## src/rtl/addsub_pkg.sv

```systemverilog
// Shared definitions for the add/sub result queue: default width, flag bit
// positions inside the 4-bit {C,V,N,Z} word, and a saturating counter helper.
package addsub_pkg;

    localparam int ADDSUB_DATA_W = 16;

    localparam int FLAG_C = 3;
    localparam int FLAG_V = 2;
    localparam int FLAG_N = 1;
    localparam int FLAG_Z = 0;
    localparam int FLAG_W = 4;

    // Packed flag word; index with the FLAG_* constants.
    typedef logic [FLAG_W-1:0] flags_t;

    function automatic logic [15:0] sat_inc16(input logic [15:0] value);
        logic [15:0] result;
        if (value == 16'hFFFF) begin
            result = value;
        end else begin
            result = value + 16'd1;
        end
        return result;
    endfunction

endpackage

```

## src/rtl/addsub_flag_gen.sv

```systemverilog
// Combinational {C,V,N,Z} flag generation for an add/sub result, computed from
// the result, carry-out and the operand sign bits.
module addsub_flag_gen
    import addsub_pkg::*;
#(
    parameter int DATA_W = ADDSUB_DATA_W
) (
    input  logic [DATA_W-1:0] sum,
    input  logic              cout,
    input  logic              sub,
    input  logic              a_msb,
    input  logic              b_msb,
    output flags_t            flags
);

    logic sum_msb_s;

    assign sum_msb_s = sum[DATA_W-1];

    // Overflow: add overflows on like-signed operands, subtract on unlike-signed,
    // in both cases when the result sign differs from operand A.
    always_comb begin
        flags         = {FLAG_W{1'b0}};
        flags[FLAG_C] = cout;
        flags[FLAG_N] = sum_msb_s;
        flags[FLAG_Z] = (sum == {DATA_W{1'b0}});
        if (sub) begin
            flags[FLAG_V] = (a_msb != b_msb) && (sum_msb_s != a_msb);
        end else begin
            flags[FLAG_V] = (a_msb == b_msb) && (sum_msb_s != a_msb);
        end
    end

endmodule

```

## src/rtl/addsub_result_queue.sv

```systemverilog
// Ready/valid FIFO of add/sub results with flags captured at push time.
// Optional statistics counters are enabled by defining ADDSUB_RQ_STATS_EN.
module addsub_result_queue
    import addsub_pkg::*;
#(
    parameter int  DEPTH  = 4,
    parameter int  DATA_W = ADDSUB_DATA_W,
    localparam int CNT_W  = $clog2(DEPTH + 1)
) (
    input  logic              clk,
    input  logic              rst_n,
    input  logic              in_valid,
    output logic              in_ready,
    input  logic [DATA_W-1:0] in_sum,
    input  logic              in_cout,
    input  logic              in_sub,
    input  logic              in_a_msb,
    input  logic              in_b_msb,
    output logic              out_valid,
    input  logic              out_ready,
    output logic [DATA_W-1:0] out_data,
    output logic [3:0]        out_flags,
    output logic [CNT_W-1:0]  count
`ifdef ADDSUB_RQ_STATS_EN
    ,
    output logic [15:0]       push_cnt,
    output logic [15:0]       ovf_cnt
`endif
);

    localparam int PTR_W = $clog2(DEPTH);

    logic [DATA_W-1:0] data_mem_r [DEPTH];
    flags_t            flag_mem_r [DEPTH];
    logic [PTR_W-1:0]  wr_ptr_r;
    logic [PTR_W-1:0]  rd_ptr_r;
    logic [CNT_W-1:0]  count_r;
    flags_t            in_flags_s;
    logic              push_s;
    logic              pop_s;

    addsub_flag_gen #(
        .DATA_W (DATA_W)
    ) u_flag_gen (
        .sum   (in_sum),
        .cout  (in_cout),
        .sub   (in_sub),
        .a_msb (in_a_msb),
        .b_msb (in_b_msb),
        .flags (in_flags_s)
    );

    // Handshake decode from registered occupancy only; a full queue refuses
    // a push even when the head is popped in the same cycle.
    always_comb begin
        in_ready  = (count_r != CNT_W'(DEPTH));
        out_valid = (count_r != {CNT_W{1'b0}});
        push_s    = in_valid && in_ready;
        pop_s     = out_valid && out_ready;
    end

    // Head presentation; forced to zero while empty so outputs are never stale.
    always_comb begin
        if (out_valid) begin
            out_data  = data_mem_r[rd_ptr_r];
            out_flags = flag_mem_r[rd_ptr_r];
        end else begin
            out_data  = {DATA_W{1'b0}};
            out_flags = {FLAG_W{1'b0}};
        end
    end

    assign count = count_r;

    // Entry storage written at the tail on an accepted push.
    always_ff @(posedge clk or negedge rst_n) begin
        if (!rst_n) begin
            for (int i = 0; i < DEPTH; i++) begin
                data_mem_r[i] <= {DATA_W{1'b0}};
                flag_mem_r[i] <= {FLAG_W{1'b0}};
            end
        end else if (push_s) begin
            data_mem_r[wr_ptr_r] <= in_sum;
            flag_mem_r[wr_ptr_r] <= in_flags_s;
        end else begin
            data_mem_r[wr_ptr_r] <= data_mem_r[wr_ptr_r];
            flag_mem_r[wr_ptr_r] <= flag_mem_r[wr_ptr_r];
        end
    end

    // Pointers wrap naturally because DEPTH is a power of two.
    always_ff @(posedge clk or negedge rst_n) begin
        if (!rst_n) begin
            wr_ptr_r <= {PTR_W{1'b0}};
            rd_ptr_r <= {PTR_W{1'b0}};
        end else begin
            if (push_s) begin
                wr_ptr_r <= wr_ptr_r + PTR_W'(1);
            end
            if (pop_s) begin
                rd_ptr_r <= rd_ptr_r + PTR_W'(1);
            end
        end
    end

    // Occupancy tracking; simultaneous push and pop leaves it unchanged.
    always_ff @(posedge clk or negedge rst_n) begin
        if (!rst_n) begin
            count_r <= {CNT_W{1'b0}};
        end else begin
            case ({push_s, pop_s})
                2'b10:   count_r <= count_r + CNT_W'(1);
                2'b01:   count_r <= count_r - CNT_W'(1);
                default: count_r <= count_r;
            endcase
        end
    end

`ifdef ADDSUB_RQ_STATS_EN
    logic [15:0] push_cnt_r;
    logic [15:0] ovf_cnt_r;

    // Saturating counts of accepted pushes and of those carrying V=1.
    always_ff @(posedge clk or negedge rst_n) begin
        if (!rst_n) begin
            push_cnt_r <= 16'd0;
            ovf_cnt_r  <= 16'd0;
        end else if (push_s) begin
            push_cnt_r <= sat_inc16(push_cnt_r);
            if (in_flags_s[FLAG_V]) begin
                ovf_cnt_r <= sat_inc16(ovf_cnt_r);
            end
        end else begin
            push_cnt_r <= push_cnt_r;
            ovf_cnt_r  <= ovf_cnt_r;
        end
    end

    assign push_cnt = push_cnt_r;
    assign ovf_cnt  = ovf_cnt_r;
`endif

endmodule

```

## config.mk

```make
export PLATFORM = sky130hd
export DESIGN_NAME = addsub_result_queue
export DESIGN_NICKNAME = d
export VERILOG_FILES = /design/src/rtl/addsub_pkg.sv /design/src/rtl/addsub_flag_gen.sv /design/src/rtl/addsub_result_queue.sv
export SDC_FILE = /design/constraint.sdc
export NUM_CORES = 1
export LEC_CHECK = 0
export ABC_AREA = 1
export CAP_MARGIN = 5
export CELL_PAD_IN_SITES_DETAIL_PLACEMENT = 1
export CELL_PAD_IN_SITES_GLOBAL_PLACEMENT = 1
export CORE_ASPECT_RATIO = 1.75
export CORE_UTILIZATION = 38
export DETAILED_ROUTE_END_ITERATION = 8
export HOLD_SLACK_MARGIN = 0.12
export PLACE_DENSITY_LB_ADDON = 0.15
export SKIP_CTS_REPAIR_TIMING = 1
export SYNTH_ARGS = -nofsm -noshare
export SYNTH_HDL_FRONTEND = slang
export SYNTH_HIERARCHICAL = 1
export SYNTH_SLANG_ARGS = --single-unit
```

## constraint.sdc

```tcl
create_clock -name clk -period 2.2 [get_ports clk]
set_clock_uncertainty 0.15 [all_clocks]
set_input_delay 0.33 -clock clk [delete_from_list [all_inputs] [get_ports clk]]
set_output_delay 0.33 -clock clk [all_outputs]
set_load 0.02 [all_outputs]
```

Yosys cells after proc, flatten, opt, wreduce, memory -nomap -nowiden:

Cells that the tools add are included.
W data, S select, Z words.

* register bits after elaboration: 87
* bits of input ports: 24
* output and inout bits: 25

* $add $sub $neg: 4
* magnitude comparators: 3
* equality and inequality tests: 6
* mux-type cells: 26
* bitwise operators: 2
* reduce and logical (&&, ||, !) cells: 8

Operators by type and width (count)
* $bwmux W64: 2
* $mux W16: 7
* $bmux W16 S2: 2
* $mux W64: 1
* $bwmux W16: 2
* $demux W16 S2: 1
* $mux W4: 6
* $bmux W4 S2: 2
* $logic_not A16 Y1: 1
* $demux W4 S2: 1
* $ge A3 B3 Y1 const B: 2
* $not A2 Y3: 2
* $pmux W3 S2: 1
* $logic_and A1 B1 Y1: 5
* $add A2 B1 Y2 const B: 2
* $add A3 B1 Y3 const B: 1
* $lt A3 B1 Y1 const B: 1
* $ne A3 B3 Y1 const B: 1
* $reduce_bool A3 Y1: 1
* $sub A3 B1 Y3 const B: 1
* $eq A2 B1 Y1 const B: 1
* $eq A2 B2 Y1 const B: 1
* $ne A1 B1 Y1: 2
* $reduce_bool A2 Y1: 1
* 2 further kinds: 2

Logic depth before layout (Yosys ltp):

Gate-level depths: netlist of the first run.

* depth after elaboration: 7
* depth in mapped cells: 12

Modules after synthesis:

Netlist of the first run, hierarchy kept.

Modules (own cells, without submodules)
* addsub_result_queue: times used 1, cells each 917, area each 5915.7 sq um
* addsub_flag_gen: times used 1, cells each 40, area each 163.9 sq um

Least setup slack after synthesis of the first run:

Ideal clock, no wire load.

* path type: register to register
* start: register count_r[0], in the netlist count[0]
* end: register count_r[2], in the netlist count[2]
* setup time: 0.131 ns
* data arrival time: 1.915 ns
* path slack: 0.004 ns
* cell stages (with the launch flop): 11
* buffers on the path: 1
* cell sequence: dfrtp_1 nor2_4 nand2_4 nand2_4 buf_6 ha_1 inv_1 fa_1 a21oi_1 o21ai_0 xor2_1

* longest elaborated chain between the ends: 4
* elaborated cells between the ends (all ways): 10

Ends and longest elaborated chain
* start: declaration: line addsub_result_queue.sv:37 `logic [CNT_W-1:0] count_r;`
* start signal: assignment: line addsub_result_queue.sv:109 `count_r <= {CNT_W{1'b0}};`
* start signal: assignment: line addsub_result_queue.sv:112 `2'b10: count_r <= count_r + CNT_W'(1);`
* start signal: assignment: line addsub_result_queue.sv:113 `2'b01: count_r <= count_r - CNT_W'(1);`
* $ne A3 B3 Y1 / $reduce_bool A3 Y1 (equally long branches): line addsub_result_queue.sv:56, addsub_result_queue.sv:57
* $logic_and A1 B1 Y1, on equally long branches: line addsub_result_queue.sv:58, addsub_result_queue.sv:59
* $eq A2 B1 Y1 / $eq A2 B2 Y1 (equally long branches): line addsub_result_queue.sv:111 `case ({push_s, pop_s})`
* $pmux W3 S2 / $reduce_bool A2 Y1 (equally long branches)

Several ways; a longest one is shown, not always the timed one.
A chain may end at the register's enable or synchronous reset.

Worst setup path in the final report of the first run:

* start: register count_r[2], in the netlist count[2]
* end: output in_ready

* longest elaborated chain between the ends: 1

Ends and longest elaborated chain
* $ne A3 B3 Y1: line addsub_result_queue.sv:56 `in_ready = (count_r != CNT_W'(DEPTH));`
* end: declaration: line addsub_result_queue.sv:13 `output logic in_ready,`

Every way passes these cells.

==> results of run 1 <==
==> per-layer routing <==
layer | routed length (um) | share of wire [%]
met1 | 8637 | 40
met2 | 11580 | 53
met3 | 625 | 2.9
met4 | 986 | 4.5
met5 | 0 | 0
==> cell usage after synthesis (all sizes together) <==
library cell and instances:
a21oi 22, xor2 2, clkbuf 24, nand2 461, xnor2 1, buf 28
nor2 91, o21ai 43, fa 1, or2 1, and2 1, inv 129
nand3 61, ha 5, dfrtp 87
==> power by group through the flow <==
stage / logic, mW / registers (mW) / clock network (mW)
after floorplan: 5.22 / 2.98 / 0
after global placement: 8.03 / 3.24 / 0
after detailed placement: 8.22 / 3.25 / 0
after CTS: 8.31 / 3.23 / 1.78
after global routing: 9.11 / 3.35 / 1.84
final: 8.16 / 3.26 / 1.75
==> worst register-to-register path, cell delays in order, from the launching register on <==
cell and delay, ns:
dfrtp_1 0.37, inv_1 0.08, nand2_1 0.09, buf_4 0.11, nand2_1 0.05, inv_1 0.07
ha_1 0.15, inv_1 0.06, fa_1 0.38, a21oi_1 0.15, o21ai_1 0.10, xor2_1 0.15
==> layout make-up <==
| cell class | instances | share of cell area, % |
|---|---|---|
| multi-input cells | 689 | 43.02 |
| flip-flops and latches | 87 | 29.77 |
| well taps | 186 | 3.181 |
| clock inverters | 6 | 1.265 |
| repair buffers | 103 | 12.88 |
| clock buffers | 10 | 3.266 |
| inverters | 129 | 6.618 |
==> through the flow <==
step,cells,setup slack (ns)
3_3_place_gp,1191,0.004865
2_1_floorplan,957,0.004009
4_1_cts,1207,-0.4570
3_5_place_dp,1191,-0.05970
6_report,1210,0.05969
5_1_grt,1210,-0.008948
==> registers in the layout (all words and copies together) (netlist names) <==
name / cells
wr_ptr_r: 2
data_mem_r: 64
rd_ptr_r: 2
flag_mem_r: 16
count: 3
==> final timing paths <==
| path | end | slack (ns) | depth (start not counted) |
|---|---|---|---|
| worst min-delay path | data_mem_r[59] | 0.35 | 2 |
| worst max register to register | count[2] | 0.18 | 11 |
| worst min register to register | flag_mem_r[6] | 0.36 | 2 |
| worst max-delay path | in_ready | 0.06 | 3 |
| max in group asynchronous | data_mem_r[2] | 0.94 | 3 |
| min in group clk | flag_mem_r[6] | 0.36 | 2 |
==> cell families (layout without fill, tap and decap cells) <==
group / after synthesis / count (layout) / synth area share [%]
xor+xnor: 3 / 3 / 0.4323
simple gates: 615 / 615 / 44.25
flops: 87 / 87 / 35.81
buf+inv: 181 / 248 / 12.80
compound gates: 65 / 65 / 5.351
fa+ha+maj: 6 / 6 / 1.358
==> out/metrics.cfg, run 1 <==
[worst_setup_path]
r2r-start=count[2]
crit_family=buffers and inverters
cp-startpoint=count[2]
cp_data_required_time_ns=1.72
path_cells=buf_4, nand2_4, clkdlybuf4s50_1
crit_path_end_kind=output pin
arrival_ns=1.66
critical_path_buf_inv_count=2
crit_type=register to output pin
crit_slowest_cell=clkdlybuf4s50_1
critical_path_peak_fanout=5
cp-start-kind=register
max_stage_delay_ns=0.62

[route]
dr.first_iter.drc_count=172
drc=4
drt-total-wl_um=21830
postRouteAntennaNets=0
vias_per_cell=5.071
wire_per_inst_um=18.04
vias=6136
first_pass_iters=6

[floorplanning]
dieArea_um2=16530
die_w_um=97.62
pin_count=49
rows=60
dieHeight_um=169.3
core_um2=15540
initial_utilization_pct=39.12

[cells_and_area]
fin_area_um2=7317
drive_above_1_share_pct=13.67
final-seq-area_um2=2178
multi_input_area_um2=3148
fillers=2086
syn_to_final_growth_pct=20.35
post-route-util_pct=47.09
final_common_cell=nand2_1
nets=1049
diodes=0
final_cell_mix=443 x nand2_1, 126 x inv_1, 87 x nor2_1, 86 x dfrtp_1, 57 x buf_4

[global_route]
grt_overflow=0
top_usage_layer=met2
grt_pass1_wl_um=34680
grt_pass1_vias=6380
grt.met1_usage_pct=31.13
antenna_found_initial=0
use_met3_pct=3.007
met2_usage_pct=50.45
grtUsageTotal_pct=27.64
grt_max_degree=38

[pwr]
swShare_pct=50.88
p_clk_share_pct=13.3
combPwrFrac_pct=62.0
ir_drop_mv=0.7330
p_per_area_nw_per_um2=1799
power_frac_seq_pct=24.7
p_leak_nw=4.284
p_int_mw=6.467
p_sw_mw=6.699
totalPowerFinal_mw=13.17

[placed_design]
gp_congestion=0.7991
place_area_um2=6982
portBuffers=48
place_hpwl_um=14950

[clock_network]
h-tree-depth=3
cts-root-buf=clkbuf_16
cts_tree=built
clk_path_buf_depth=2
cts.sinks=87
numCtsBuffers=9
clk_pin_slew_ns=0.08
clk_latency_ns=0.35

[timing]
finalCritPeriodShare_pct=97.29
finalCriticalPeriod_ns=2.140
final.setup.tns_ns=0
maxSlewViolCount=0
whs_ns=0.3475
max_slew_margin_pct=43.87
worstMarginPinSlew_ns=0.8410
max_freq_ghz=0.4672
setup-violations-final=0
rsz0062_at_grt=yes
finalHoldViolations=0

[logic_synthesis]
syn-cell-area_um2=6080
syn_nets=987
ys_ff_latch=87
synth_warnings=6
synth_area_per_cell_um2=6.353
synth_top_area_cell=dfrtp_1
yosysTopAreaCellShare_pct=35.81
yosys.cell_types.count=24
synth_area_leaders=dfrtp_1 36%, nand2_1 27%, inv_1 7.8%, nor2_1 5.6%, nand3_4 5.5%
ys_seq_area_share_pct=35.81
syn_inst=957

[outcome]
outcome=finished with violations
violations=DRC

[worst_hold_path]
hold_path.class=input port to asynchronous set/reset pin

[job]
cap_violations=0

Note: power is estimated with default switching activity, not from simulation.
==> inputs of run 2 (changes only) <==
Settings changed: SETUP_SLACK_MARGIN set to 0.02, SLEW_MARGIN set to 30.
==> run 2 against run 1 <==
The flow still finishes with violations (DRC). Sequential share of layout area rose by 0.55 points. Final area fell by 1.6%. Total power fell by 3.4%. Via count fell by 2.9%.
==> out/metrics.cfg, run 2 (synthesis results as in run 1) <==
[route]
dr.first_iter.drc_count=194
vias=5960
drc=4
vias_per_cell=4.975
postRouteAntennaNets=0
drt-total-wl_um=21170
wire_per_inst_um=17.67
first_pass_iters=6

[cells_and_area]
nets=1038
fillers=2053
largest_register=data_mem_r
multi_input_area_um2=3128
diodes=0
final_common_cell=nand2_1
syn_to_final_growth_pct=18.38
largest_register_ffs=64
drive_above_1_share_pct=11.86
final-seq-area_um2=2182
final_cell_mix=443 x nand2_1, 124 x inv_1, 90 x nor2_1, 83 x dfrtp_1, 43 x o21ai_0

[outcome]
violations=DRC
outcome=finished with violations

[worst_setup_path]
r2r_slack_ns=0.18
arrival_ns=1.64
cp_data_required_time_ns=1.72
cp-start-kind=register
crit_path_end_kind=output pin
rr_endpoint=count[2]
crit_type=register to output pin
reg2reg_depth=9
critical_path_buf_inv_count=2
endpoint=in_ready
r2r-start=count[0]
path_cells=buf_4, nand2_4, clkdlybuf4s50_1
max_stage_delay_ns=0.62
crit_family=buffers and inverters
crit_slowest_cell=clkdlybuf4s50_1
cp-startpoint=count[2]
cp_num_cells=3
critical_path_peak_fanout=4

[timing]
finalCritPeriodShare_pct=96.24
setup-violations-final=0
max_freq_ghz=0.4723
rsz0062_at_grt=yes
final.setup.tns_ns=0
max_slew_margin_pct=34.83
finalCriticalPeriod_ns=2.117
maxSlewViolCount=0
worstMarginPinSlew_ns=0.9764
finalHoldViolations=0

[global_route]
grt_pass1_vias=6201
grt_pass1_wl_um=33740
grtUsageTotal_pct=26.86
antenna_found_initial=0
grt_max_degree=42
grt_overflow=0

[pwr]
p_per_area_nw_per_um2=1767
totalPowerFinal_mw=12.72
ir_drop_mv=0.7577
p_leak_nw=4.279

[clock_network]
cts-root-buf=clkbuf_16
clk_latency_ns=0.35
cts_tree=built
h-tree-depth=3
clk_pin_slew_ns=0.06
clk_path_buf_depth=2
numCtsBuffers=9
cts.sinks=87

[floorplanning]
pin_count=49
dieHeight_um=169.3
initial_utilization_pct=39.12
dieArea_um2=16530
core_um2=15540
die_w_um=97.62
rows=60

[worst_hold_path]
hold_path.class=input port to asynchronous set/reset pin

[placed_design]
portBuffers=48
gp_congestion=0.8528
place_hpwl_um=14500

[job]
cap_violations=0

[run 2: cell types whose count changed in the layout (fill, tap and decap cells not counted), sizes merged]
cell,previous run,this run
inv,130,128
clkbuf,15,20
buf,71,48
dlymetal6s2s,0,7
clkinv,1,3
clkinvlp,2,1
[run 2: stage by stage]
stage / instance area, um2 / setup slack (ns) / std cells / hold WS (ns) / util (%)
floorplan: 6082 / 0.04247 / 957 / -0.1156 / -
global placement: 6882 / 0.01683 / 1179 / 0.1201 / 44.28
detailed placement: 6882 / -0.01410 / 1179 / 0.1240 / 44.28
CTS: 7186 / -0.3889 / 1194 / -0.2463 / 46.24
global route: 7197 / 0.001253 / 1198 / 0.3134 / 46.31
finish: 7197 / 0.08272 / 1198 / 0.2876 / 46.31
[run 2: layout make-up]
class                      instances  share of cell area (%)
clock buffer                      10                   3.182
clock inverter                     5                   1.043
inverter                         129                   6.780
multi-input combinational        689                   43.46
sequential                        87                   30.32
tap                              186                   3.234
timing repair buffer              92                   11.98
[run 2: worst min path at each step]
stage / start / end / slack (ns) / depth (start not counted)
2_1_floorplan: rst_n / count[0] / -0.12 / 0
3_3_place_gp: rst_n / data_mem_r[43] / 0.12 / 1
3_5_place_dp: rst_n / data_mem_r[11] / 0.12 / 1
4_1_cts: rst_n / data_mem_r[11] / -0.25 / 1
5_1_grt: rst_n / data_mem_r[43] / 0.31 / 2
6_report: rst_n / data_mem_r[11] / 0.29 / 2
[run 2: layer usage]
metal	up-vias	track usage, %	routed length, um
met1	2901	30.14	8361
met2	85	50.32	11500
met3	30	3.336	574
met4	0	11.79	733
li1	2944	-	-
met5	-	0	0
[run 2: where the power goes]
part,switching [mW],internal (mW)
Sequential,0.758,2.46
Clock,0.658,0.984
Combinational,5.06,2.80
Total,6.47,6.25
[run 2: worst reg2reg max path: stages (launching register included)]
cell and delay [ns]:
dfrtp_2 0.43, nor2_4 0.14, nand2_4 0.11, nand2_4 0.08
ha_1 0.13, inv_1 0.06, fa_1 0.38, a21oi_1 0.15
o21ai_0 0.11, xor2_1 0.15
==> RTL edit, RTL diff (flow settings as in run 2) <==
The parameter `DEPTH` goes from 4 to 8.
--- a/src/rtl/addsub_result_queue.sv
+++ b/src/rtl/addsub_result_queue.sv
@@ -4,5 +4,5 @@
     import addsub_pkg::*;
 #(
-    parameter int  DEPTH  = 4,
+    parameter int  DEPTH  = 8,
     parameter int  DATA_W = ADDSUB_DATA_W,
     localparam int CNT_W  = $clog2(DEPTH + 1)
Interface: changed (resized count); port bits go from 49 to 50. No check against the original RTL was run, so the function may have changed too.
==> RTL edit against run 2 <==
- the flow finishes with violations (setup timing)
- sequential cell count rose by 83
- critical endpoint is now out_data[12]
- final area rose by 66%
- non-clock buffer count rose by 38
- setup slack got worse by 0.32 ns
- power rose by 57%
- sequential power rose by 76%
- wire length rose by 56%
- critical path type unchanged
- synthesized area rose by 64%
==> RTL edit: results <==
export IMPL_antenna_found_initial=0
export IMPL_synth_common_cells="267 x nand2_1, 170 x dfrtp_1, 136 x nand3_1, 129 x nor2_1, 107 x inv_1"
export IMPL_worst_ir_drop_vdd_uv=883.2
export IMPL_diodes=0
export IMPL_yosysSeqAreaShare_pct=42.75
export IMPL_pre_cts_ws_ns=-0.2399
export IMPL_synth_fp_nets=1306
export IMPL_path_max_fanout=21
export IMPL_setup_ws_ns=-0.2346
export IMPL_clk_latency_ns=0.45
export IMPL_grt_usage_pct=25.20
export IMPL_async_flop_share_pct=100.0
export IMPL_setup_viol=20
export IMPL_reg2reg_slack_ns=0.13
export IMPL_via_per_inst=5.804
export IMPL_hold_class="in -> async"
export IMPL_grt_max_degree=74
export IMPL_crit_slowest_cell="dfrtp_2"
export IMPL_hpwl_um=20970
export IMPL_firstDrtPassIters=4
export IMPL_cp_arrival_ns=1.95
export IMPL_cts_max_level=4
export IMPL_relSlewSlack_pct=63.80
export IMPL_placed_area_um2=11120
export IMPL_ys_types=32
export IMPL_grt_pass1_vias=9721
export IMPL_synth_ff_type="dfrtp_1"
export IMPL_drtIter0Drc=732
export IMPL_nFillCells=3081
export IMPL_p_sw_mw=8.943
export IMPL_drive_above_1_share_pct=13.86
export IMPL_cpPeakStageDelay_ns=0.44
export IMPL_yosys_warnings=6
export IMPL_largest_reg_flops=128
export IMPL_clkTransAtPathRegs_ns=0.07
export IMPL_gp_congestion=0.7851
export IMPL_root_buffer="clkbuf_16"
export IMPL_violations="setup timing"
export IMPL_numCtsBuffers=17
export IMPL_ctsLongestPathBuffers=2
export IMPL_grt_pass1_wl_um=53270
export IMPL_status="finished, violations left"
export IMPL_top_register="data_mem_r"
export IMPL_numPortBuffers=49
export IMPL_ys_top_cells_by_area="dfrtp_1 43%, nand2_1 10%, o311ai_1 7.7%"
export IMPL_totalWireLength_um=33120
export IMPL_leakage_nw=5.134
RTL edit: path summary, 6_finish.rpt:
kind,start,to,cells past startpoint
worst max-delay path,rd_ptr_r[0],out_data[12],8
worst min-delay path,rst_n,data_mem_r[2],2
worst max register to register,count[3],count[2],14
worst min register to register,data_mem_r[32],data_mem_r[32],2
max in group asynchronous,rst_n,data_mem_r[90],3
min in group clk,data_mem_r[32],data_mem_r[32],2
RTL edit: cell type report:
class,instances,area [um2],area share [%]
tap,320,400.4,3.361
clock buffer,24,501.7,4.211
multi-input combinational,877,4788,40.19
inverter,112,430.4,3.613
clock inverter,7,160.2,1.344
timing repair buffer,130,1373,11.52
sequential,170,4260,35.76
RTL edit: kinds of logic (layout without fill, tap and decap cells):
| group | after synthesis | in the layout | synth area share (%) |
|---|---|---|---|
| AOI/OAI and AO/OA | 325 | 325 | 23.17 |
| xor gates and xnor gates | 7 | 7 | 0.6161 |
| adders and majority gates | 4 | 4 | 0.5030 |
| buffers and inverters | 231 | 273 | 10.47 |
| DFF | 170 | 170 | 42.75 |
| and+or+nand+nor | 541 | 541 | 22.48 |
RTL edit: metrics by stage:
| step | hold slack (ns) | util [%] | setup TNS (ns) | std cells |
|---|---|---|---|---|
| floorplan | -0.1156 | - | 0 | 1278 |
| global placement | 0.1012 | 43.00 | -3.482 | 1605 |
| detailed placement | 0.1010 | 43.00 | -3.808 | 1605 |
| CTS | -0.3846 | 45.56 | -13.67 | 1636 |
| global route | 0.2167 | 46.07 | -4.660 | 1640 |
| finish | 0.1889 | 46.07 | -2.819 | 1640 |
RTL edit: layer usage:
metal	up-vias	GRT usage (%)	wire, um
met3	42	3.012	722
met2	130	44.05	17230
met1	4844	31.77	14400
li1	4502	-	-
met5	-	0	0
met4	0	9.076	768
RTL edit: worst max-delay path: cells and delay by family, from the launching register on:
kind | cells | cell delay (ns)
simple gates | 3 | 0.34
flops | 1 | 0.44
buf+inv | 3 | 0.48
compound gates | 2 | 0.23
RTL edit: power by group through the flow:
stage	registers [mW]	clock network, mW	logic (mW)
after floorplan	5.43	0	6.45
after global placement	5.62	0	10.3
after detailed placement	5.70	0	10.5
after CTS	5.66	3.55	10.6
after global routing	5.88	3.64	11.9
final	5.68	3.47	10.8
